$ cat src/rtl/array_multiplier_16bit.sv
// Unsigned 16x16 array multiplier: ripple-carry adder rows over AND-gate
// partial products, followed by a single output register stage.

module array_multiplier_16bit_ha (
  input  logic x,
  input  logic y,
  output logic s,
  output logic co
);
  assign s  = x ^ y;
  assign co = x & y;
endmodule

module array_multiplier_16bit_fa (
  input  logic x,
  input  logic y,
  input  logic ci,
  output logic s,
  output logic co
);
  assign s  = x ^ y ^ ci;
  assign co = (x & y) | (x & ci) | (y & ci);
endmodule

module array_multiplier_16bit (
  input  logic        clk,
  input  logic        rst,
  input  logic [15:0] a,
  input  logic [15:0] b,
  output logic [31:0] product
);
  // pp[i][j] = a[j] & b[i]; row i carries weight 2^i.
  logic [15:0][15:0] pp;
  // r[i] is the 17-bit running sum after row i; r[i][0] is final product bit i.
  logic [15:0][16:0] r;
  // c[i][j] is the ripple carry out of cell j in row i.
  logic [15:1][15:0] c;
  logic [31:0]       sum;

  genvar gi, gj;
  generate
    for (gi = 0; gi < 16; gi++) begin : g_pp_row
      for (gj = 0; gj < 16; gj++) begin : g_pp_col
        assign pp[gi][gj] = a[gj] & b[gi];
      end
    end
  endgenerate

  assign r[0] = {1'b0, pp[0]};

  // Each row adds the next shifted partial product to the upper 16 bits
  // of the previous row; the bit shifted out at the bottom is already final.
  generate
    for (gi = 1; gi < 16; gi++) begin : g_row
      array_multiplier_16bit_ha u_ha (
        .x  (pp[gi][0]),
        .y  (r[gi-1][1]),
        .s  (r[gi][0]),
        .co (c[gi][0])
      );
      for (gj = 1; gj < 16; gj++) begin : g_cell
        array_multiplier_16bit_fa u_fa (
          .x  (pp[gi][gj]),
          .y  (r[gi-1][gj+1]),
          .ci (c[gi][gj-1]),
          .s  (r[gi][gj]),
          .co (c[gi][gj])
        );
      end
      assign r[gi][16] = c[gi][15];
    end
  endgenerate

  generate
    for (gi = 0; gi < 15; gi++) begin : g_low_bits
      assign sum[gi] = r[gi][0];
    end
  endgenerate
  assign sum[31:15] = r[15];

  always_ff @(posedge clk) begin
    if (rst) begin
      product <= 32'h0000_0000;
    end else begin
      product <= sum;
    end
  end

endmodule

$ cat config.mk
export PLATFORM = sky130hd
export DESIGN_NAME = array_multiplier_16bit
export DESIGN_NICKNAME = d
export VERILOG_FILES = /design/src/rtl/array_multiplier_16bit.sv
export SDC_FILE = /design/constraint.sdc
export NUM_CORES = 1
export LEC_CHECK = 0
export ABC_AREA = 1
export BUFFER_PORTS_ARGS = -buffer_cell sky130_fd_sc_hd__buf_2
export CORE_MARGIN = 4
export CORE_UTILIZATION = 30
export DETAILED_ROUTE_END_ITERATION = 10
export GPL_TIMING_DRIVEN = 0
export PLACE_DENSITY = 0.56
export SLEW_MARGIN = 20
export SYNTH_ARGS = -nofsm -noshare
export SYNTH_HDL_FRONTEND = slang
export SYNTH_SLANG_ARGS = --single-unit
$ cat constraint.sdc
create_clock -name clk -period 51.3 [get_ports clk]
set_input_delay 0 -clock clk [delete_from_list [all_inputs] [get_ports clk]]
set_output_delay 0 -clock clk [all_outputs]
set_load 0.1 [all_outputs]
==> After elaboration in Yosys (flattened, before gate mapping) <==
Index checks and enable logic that the tools add are counted.
{ "word_totals": {"regBits": 32, "out_inout_bits": 32, "elab_cells": 1857, "inputBits": 34} }
{ "classes": {"bitwise_logic": 1856} }
{ "op_table": {"columns": ["cell", "n"], "rows": [
  ["$and A1 B1 Y1", 944],
  ["$xor A1 B1 Y1", 464],
  ["$or A1 B1 Y1", 448]
]} }

==> Longest topological paths before layout <==
Gate-level depths: netlist of the first run.
{ "logic_depth": {"word_depth": 116, "ltp_mapped": 68} }

==> Hierarchy <==
Synthesis of the first run repeated with hierarchy kept, for this count alone.
{ "hier_totals": {"cells_unflattened": 914, "hier_area_um2": 8256.7} }
{ "by_module_without_submodules": {"columns": ["mod", "area_each_um2", "cells_each", "instances"], "rows": [
  ["array_multiplier_16bit_fa", 20.0, 1, 225],
  ["array_multiplier_16bit", 3564.7, 674, 1],
  ["array_multiplier_16bit_ha", 12.5, 1, 15]
]} }

==> Worst setup path after synthesis of the first run <==
No wires, ideal clock.
{ "synth_timing": {"path_kind": "input port to flip-flop", "start": "in a[1]", "end": "reg product[30]", "path_slack_ns": 30.821, "path_stages": 54, "arrival_time_ns": 20.416, "cell_sequence": "buf_6 -> buf_6 -> nand2_1 -> inv_1 -> ha_1 -> fa_1 -> inv_1 -> fa_1 -> fa_1 -> fa_1 -> fa_1 -> fa_1 -> fa_1 -> fa_1 -> fa_1 -> fa_1 -> fa_1 -> fa_1 -> [18 not listed] -> fa_1 -> fa_1 -> fa_1 -> fa_1 -> fa_1 -> fa_1 -> inv_1 -> fa_1 -> fa_1 -> inv_1 -> fa_1 -> fa_1 -> fa_1 -> fa_1 -> fa_1 -> fa_1 -> inv_1 -> nor2_1"} }
{ "synth_between": {"elab_chain_len": 114, "word_cells_on_any_way": 1542, "cone_classes": "bitwise: 1542"} }
{ "synth_lines": {"columns": ["element", "line_no", "text"], "rows": [
  ["start, declared", "28", "input logic [15:0] a,"],
  ["$and A1 B1 Y1", "44", "assign pp[gi][gj] = a[gj] & b[gi];"],
  ["$and A1 B1 Y1", "11", "assign co = x & y;"],
  ["$and A1 B1 Y1", "22", "assign co = (x & y) | (x & ci) | (y & ci);"],
  ["$or A1 B1 Y1 (2 in a row)", "22", null],
  ["$and A1 B1 Y1", "22", null],
  ["$or A1 B1 Y1 (2 in a row)", "22", null],
  ["$and A1 B1 Y1", "22", null],
  ["$or A1 B1 Y1 (2 in a row)", "22", null],
  ["[93 not listed]", null, null],
  ["$and A1 B1 Y1", "22", null],
  ["$or A1 B1 Y1 (2 in a row)", "22", null],
  ["$and A1 B1 Y1", "22", null],
  ["$or A1 B1 Y1 (2 in a row)", "22", null],
  ["$and A1 B1 Y1", "22", null],
  ["$or A1 B1 Y1 (2 in a row)", "22", null],
  ["$xor A1 B1 Y1 (*)", "21", "assign s = x ^ y ^ ci;"],
  ["named net g_row[15].g_cell[15].u_fa.s", "18", "output logic s,"],
  ["end signal, assigned", "85", "product <= sum;"],
  ["end, declared", "30", "output logic [31:0] product"]
]} }
The timed path passes the listed nets; every way through them passes the cells marked *.
A chain may end at the register's enable or synchronous reset.

==> Worst setup path in the final report of the first run <==
{ "layout_timing": {"start": "in a[0]", "end": "reg product[30]"} }
Same word-level chain as after synthesis.

==> impl_results.md, run 1 <==
- Crit-path max cell delay: 580 ps
- Biggest register: product
- Fin crit period: about 21000 ps
- Post-DR wirelength/cell: around 11 um
- WP data required: about 52000 ps
- Syn. warnings: 0
- Crit Path Category: primary input to register
- Crit-path slowest cell: fa_1
- Port buffer count: 33
- Die ar.: roughly 30000 um2
- Worst slew margin: between 60% and 70%
- Mapped Nets: ~1200
- Crit path top cell by count: fa_1
- GP Congestion: about 0.76
- Residual DRC: 0
- Most common cell after layout, fill and taps aside: inv_1
- H-tree Lvls: 2
- Top Registers: product x32
- Syn Area/Cell: 8.84 um2
- Post-Syn Instances: 940
- Max FFs per register: 32
- Final Max Slew Viols: 0
- Vias in the first global route: 5716
- CTS tree: built
- Register bit total from synthesis: 32
- Row count: 60
- Cell taking the most area after synthesis: fa_1
- Core Region: approximately 27000 um2
- Clk slew on worst S/H paths: roughly 60 ps
- Clk buf depth: 2
- HPWL after DPL: 14200 um
- Initial antenna violation count: 0
- Vias: 5052
- GRT overflow: 0
- Critical Path Source Type: primary input
- Pre-Repair DR Iteration Count: 4
- Top post-synthesis cells by area: fa_1, inv_1, nand2_1
- Setup TNS Final: 0 ps
- Setup crit end kind: register
- Maxcap violations: 0
- Synth top area share: between 50 and 60%
- Vias per std cell: 3.73
- Sink Count: 32
- Crit path launch: a[0]
- Yosys cell types: 9
- First-pass GRT wire length: 26900 um
- Share of cells above drive strength 1: 11.0%
- Highest Clock Rate: 0.0471 GHz
- Worst Hold Slack: 15.4 ps
- Starting Density: 30.7%
- Antenna viol nets, final: 0
- Die height: about 170 um
- Status: complete, no violations
- Most frequent cells in the layout: inv_1, nand2_1, fa_1
- Final period utilization: 41.4%
- Post-Route WL: 14600 um
- HP Class: primary input to register
- Fin util: 33.6%
- Critical Path End: product[30]
- Slew @ Worst Pin: 498 ps
- I/O Pins: between 60 and 70
- Largest net degree at the start of global routing: 13
- Root Driver: clkbuf_16
- Setup violations, final: 0
- Gr usage total: 10.8%
- Die X-Extent: 174 um
- Crit path DAT: 21460 ps
- RSZ-0062 raised after global routing: no
- CTS buffer count: 5
- Cell Area, Synth: 8310 um2
- Largest fanout on the critical path: 10
- Sequential share of the synthesized area: between 7 and 8%
- Area delta synth->final: 9.62%
- Setup bufs post-CTS: 0
- Hold Crit Depth: 3
- N_diodes: 0
- Fin. Hold Viols: 0
- Number of DRC markers in iteration 0: 157
- Layout Nets: 1256
-- layer usage --
metal,track usage [%],wire [um]
met1,13.1,6280
met2,20.0,7670
met3,1.72,461
met4,2.14,161
met5,0,0
-- Yosys cell counts --
cell type	instances
nand2_1	256
fa_1	224
nor2_1	32
ha_1	16
dfxtp_1	32
buf_2	1
buf_6	60
inv_1	313
buf_4	6
-- repair_timing --
action / in CTS / in global routing
resized for setup: 0 / 0
endpoints found under the hold margin: 3 / 0
hold buffers: 2 / 0
-- through the flow --
stage | std cells | setup slack, ps | area, um2
after CTS | 1355 | 29830 | 9110
after floorplan | 940 | 30820 | 8310
after global routing | 1355 | 29100 | 9110
after detailed placement | 1345 | 30110 | 8940
after global placement | 1345 | 30330 | 8940
final | 1355 | 30070 | 9110
-- worst max-delay path: cells and delay by family --
kind	cells	cell delay, ps
buffers and inverters	9	1160
adders and majority gates	44	20180
and+or+nand+nor	2	120
-- worst min path at each step --
stage          from          end  slack, ps
6_report       b[0]   product[0]         20
4_1_cts        b[0]   product[0]         10
3_3_place_gp   a[0]   product[0]        260
2_1_floorplan   rst  product[23]         70
3_5_place_dp   a[0]   product[0]        260
5_1_grt        b[0]   product[0]         30
-- final cells by class --
type                            count  area (um2)
Buffer                             67         726
Clock buffer                        5         125
Clock inverter                      3        23.8
Fill cell                        2857       18000
Inverter                          313        1170
Multi-Input combinational cell    528        5770
Sequential cell                    32         641
Tap cell                          372         465
Timing Repair Buffer               35         185
-- kinds of logic after synthesis --
logic type,after synthesis,share of synthesized area [%]
and+or+nand+nor,288,13.0
adders and majority gates,240,56.4
buffers and inverters,380,22.9
DFF,32,7.71
Power of run 1 is left out: the tool's default activity adds up to more than one toggle a clock period on the data nets, which glitch-free logic cannot reach.
==> run 2, diff against run 1 <==
--- a/config.mk
+++ b/config.mk
@@ -11,7 +11,7 @@
 export CORE_UTILIZATION = 30
 export DETAILED_ROUTE_END_ITERATION = 10
 export GPL_TIMING_DRIVEN = 0
-export PLACE_DENSITY = 0.56
+export PLACE_DENSITY = 0.57
 export SLEW_MARGIN = 20
 export SYNTH_ARGS = -nofsm -noshare
 export SYNTH_HDL_FRONTEND = slang
==> constraint.sdc (replaced) <==
create_clock -name clk -period 17.4 [get_ports clk]
set_input_delay 0 -clock clk [delete_from_list [all_inputs] [get_ports clk]]
set_output_delay 0 -clock clk [all_outputs]
set_load 0.1 [all_outputs]
==> run 2 against run 1 <==
Against the previous run: the flow now finishes with violations (setup timing); critical path depth decreased by 1; via count increased by 1.6%; global-route usage increased by 0.58 points; first-iteration DRC count decreased by 38%; die area unchanged; sequential share of layout area decreased by 0.42 points.
==> impl_results.md, run 2 (synthesis results as in run 1) <==
- Failing checks: setup timing
- Final Max Slew Viols: 0
- Area of the multi-input gates: approximately 6300 um2
- Register area: ~640 um2
- Share of cells above drive strength 1: about a third
- Highest Clock Rate: 0.0536 GHz
- First-pass GRT wire length: 28000 um
- Crit path top cell by count: fa_2
- Setup TNS Final: -3820 ps
- Max FFs per register: 32
- GP Congestion: 0.755
- Root Driver: clkbuf_16
- Row count: 60
- Status: finished, violations left
- Vias in the first global route: 5994
- Critical Path Source Type: primary input
- Maxcap violations: 0
- Number of DRC markers in iteration 0: 98
- Most frequent cells in the layout: inv_1, nand2_1, fa_2
- Largest net degree at the start of global routing: 17
- Starting Density: 30.7%
- Fill cells: 2778
- N_diodes: 0
- Gr usage total: 11.3%
- Initial antenna violation count: 0
- Worst slew margin: between 60% and 70%
- H-tree Lvls: 2
- Vias: 5131
- Layout Nets: 1258
- Top Registers: product x32
- Biggest register: product
- Setup crit end kind: register
- Post-Route WL: between 15000 and 20000 um
- Core Region: 27100 um2
- Delay-heaviest family, CP: adder cells
- Vias per std cell: ~3.8
- Most common cell after layout, fill and taps aside: inv_1
- Post-DR wirelength/cell: 11.6 um
- Final setup margin: -1250 ps
- HPWL after DPL: 15000 um
- Sink Count: 32
- Crit path buffers/inverters: 8
- Fin crit period: 18650 ps
- Hold Crit Depth: 6
- Crit-path max cell delay: 590 ps
- Fin. Hold Viols: 0
- Residual DRC: 0
- Clk slew on worst S/H paths: about 50 ps
- CTS buffer count: 5
- Largest fanout on the critical path: 2
- Setup violations, final: 5
- Die height: about 170 um
- Antenna viol nets, final: 0
- Fin util: a little over a third
- Crit-path slowest cell: fa_2
- Slew @ Worst Pin: roughly 500 ps
- Crit path DAT: 18870 ps
- GRT overflow: 0
- Clk buf depth: 2
- WP data required: ~18000 ps
- HP Class: primary input to register
- Port buffer count: 33
- CTS tree: built
- Crit Path Category: primary input to register
- Inst Count DP: ~1300
- RSZ-0062 raised after global routing: yes
- Die X-Extent: between 150 and 200 um
- Layout Cells excl Fill: 1357
- Area delta synth->final: 16.6%
- Pre-Repair DR Iteration Count: 4
- Stages on the worst setup path: 54
- I/O Pins: 66
- Die ar.: approximately 30000 um2
- Final period utilization: 107%
==> run 2: cell count changes in the layout (fill, tap and decap cells not counted), moves of 2 or more <==
cell,delta
buf_12,+2
nor2_2,+2
nor2_1,-2
fa_1,-200
inv_2,+26
inv_1,-26
fa_2,+200
buf_6,-2
==> run 2: final timing paths <==
kind	from	end	slack [ps]
max	a[1]	product[30]	-1250
min	b[12]	product[12]	160
==> run 2: metrics by stage <==
stage	setup slack (ps)	cell area (um2)	hold WS, ps
2_1_floorplan	-1370	8770	71.3
3_3_place_gp	-1710	9400	259
3_5_place_dp	-1970	9400	264
4_1_cts	-1550	9670	159
5_1_grt	-1770	9690	217
6_report	-1250	9690	165
==> run 2: timing repair <==
action,4_1_cts,5_1_grt
endpoints found under the hold margin,3,0
endpoints found under the setup margin,6,7
gates cloned,0,0
hold buffers,3,0
pin swaps,84,103
gates resized for setup,26,16
setup buffers,2,0
==> run 2: cell type report <==
type                            count  share of cell area (%)
Buffer                             66                    7.67
Clock buffer                        5                    1.29
Clock inverter                      3                   0.439
Inverter                          313                    12.1
Multi-Input combinational cell    528                    64.9
Sequential cell                    32                    6.61
Tap cell                          372                    4.80
Timing Repair Buffer               38                    2.17
==> run 2: layer usage <==
| metal | vias up | global-route usage, % | wire (um) |
|---|---|---|---|
| met5 | - | 0 | 0 |
| met4 | 0 | 2.38 | 206 |
| met3 | 14 | 1.81 | 488 |
| met2 | 55 | 22.7 | 8730 |
| met1 | 2510 | 12.5 | 6270 |
| li1 | 2552 | - | - |
==> run 2: tightest hold or removal path: cells and delay by family <==
kind	cells	cell delay [ps]
buffers and inverters	3	180
AND/OR/NAND/NOR	2	110
adder cells (fa/ha/maj)	1	110
Power of run 2 is left out for the same reason.
==> run 3, diff against run 2 <==
--- a/config.mk
+++ b/config.mk
@@ -12,6 +12,7 @@
 export DETAILED_ROUTE_END_ITERATION = 10
 export GPL_TIMING_DRIVEN = 0
 export PLACE_DENSITY = 0.57
+export SKIP_CTS_REPAIR_TIMING = 1
 export SLEW_MARGIN = 20
 export SYNTH_ARGS = -nofsm -noshare
 export SYNTH_HDL_FRONTEND = slang
==> constraint.sdc (replaced) <==
create_clock -name clk -period 17.4 [get_ports clk]
set_input_delay 3.48 -clock clk [delete_from_list [all_inputs] [get_ports clk]]
set_output_delay 3.48 -clock clk [all_outputs]
set_load 0.1 [all_outputs]
==> run 3 against run 2 <==
Against the previous run: the flow still finishes with violations (setup timing); clock-buffer cell count unchanged; worst setup slack lost 3300 ps; flip-flop and latch count did not move; sequential share of layout area about the same; non-clock buffer count stayed put; die area unchanged; critical path depth unchanged; via count increased by 0.18%; worst hold slack better by 3300 ps; design area hardly changed; first-iteration DRC count increased by 18%; critical path type unchanged.
==> impl_results.md, run 3 (synthesis results as in run 1) <==
- Most common cell after layout, fill and taps aside: inv_1
- Layout Cells excl Fill: 1357
- Die ar.: around 30000 um2
- Antenna viol nets, final: 0
- Status: finished, violations left
- Setup crit end kind: register
- RSZ-0062 raised after global routing: yes
- GP Congestion: ~0.76
- Final setup margin: -4590 ps
- Crit-path slowest cell: fa_2
- Fin. Hold Viols: 0
- CTS tree: built
- Crit-path max cell delay: 590 ps
- Port buffer count: 33
- Inst Count DP: approximately 1300
- Setup violations, final: 14
- Root Driver: clkbuf_16
- Layout Nets: between 1000 and 1500
- Min-Delay Endpoint: product[0]
- Core Region: 27100 um2
- Max FFs per register: 32
- Largest fanout on the critical path: 6
- Crit path buffers/inverters: 8
- Fin util: 35.7%
- Final period utilization: 126%
- Number of DRC markers in iteration 0: 116
- HP Class: primary input to register
- Crit path DAT: 22210 ps
- Clk slew on worst S/H paths: 60 ps
- Crit Path Category: primary input to register
- Share of cells above drive strength 1: 36.4%
- Largest net degree at the start of global routing: 13
- Critical Path Source Type: primary input
- I/O Pins: 66
- Residual DRC: 0
- Crit path top cell by count: fa_2
- Fin crit period: ~22000 ps
- Fill cells: around 2800
- Hold Crit Depth: 3
- Clk buf depth: 2
- Die X-Extent: 174 um
- Initial antenna violation count: 0
- CTS buffer count: 5
- Maxcap violations: 0
- Most frequent cells in the layout: inv_1, nand2_1, fa_2
- Sink Count: 32
- Pre-Repair DR Iteration Count: 4
- Row count: 60
- Vias per std cell: 3.79
- Slew @ Worst Pin: 494 ps
- Final Max Slew Viols: 0
- WP data required: 17630 ps
- Top Registers: product x32
- H-tree Lvls: 2
- Hold_sp: a[0]
- Gr usage total: ~11%
- Post-DR wirelength/cell: 11.4 um
- Die height: between 150 and 200 um
- Highest Clock Rate: 0.0455 GHz
- Biggest register: product
- Failing checks: setup timing
- GRT overflow: 0
- First-pass GRT wire length: approximately 28000 um
- Delay-heaviest family, CP: adder cells
- Vias: 5140
- HPWL after DPL: 14700 um
- Worst slew margin: between 60% and 70%
- Area delta synth->final: 16.6%
- Starting Density: 30.7%
- N_diodes: 0
- Post-Route WL: 15400 um
- Vias in the first global route: approximately 5900
## run 3: cell count changes in the layout (fill, tap and decap cells not counted), moves of 2 or more
cell and change:
inv_1 -14, buf_4 +3, buf_6 -2, dlygate4sd3_1 -3, inv_2 +14
## run 3: worst max-delay path by stage
stage                     start           to  slack, ps  cells past startpoint
after floorplan            a[0]  product[30]      -4850                     58
after detailed placement   a[1]  product[30]      -5380                     54
final                      a[1]  product[30]      -4590                     54
after CTS                  a[1]  product[30]      -5070                     54
after global placement     a[1]  product[30]      -5180                     56
after global routing       a[1]  product[30]      -5080                     54
## run 3: layout make-up
class,count,area [um2],share of cell area (%)
Buffer,67,751,7.75
Clock buffer,5,125,1.29
Clock inverter,3,23.8,0.245
Inverter,313,1170,12.1
Multi-Input combinational cell,528,6290,65.0
Sequential cell,32,641,6.61
Tap cell,372,465,4.80
Timing Repair Buffer,37,213,2.20
## run 3: routing by layer
metal  routed length [um]  global-route usage [%]  up-vias
li1                     -                       -     2552
met3                  539                    2.02        9
met4                  169                    1.81        0
met1                 6220                    12.6     2535
met2                 8470                    21.8       44
met5                    0                       0        -
## run 3: stage by stage
stage	TNS [ps]	hold WS [ps]	cell area, um2	setup WS, ps
after CTS	-41510	3430	9550	-5070
after detailed placement	-46060	3740	9400	-5380
after global routing	-43190	3440	9690	-5080
after floorplan	-38850	3550	8770	-4850
final	-36480	3430	9690	-4590
after global placement	-43580	3740	9400	-5180
Power of run 3 is left out for the same reason.
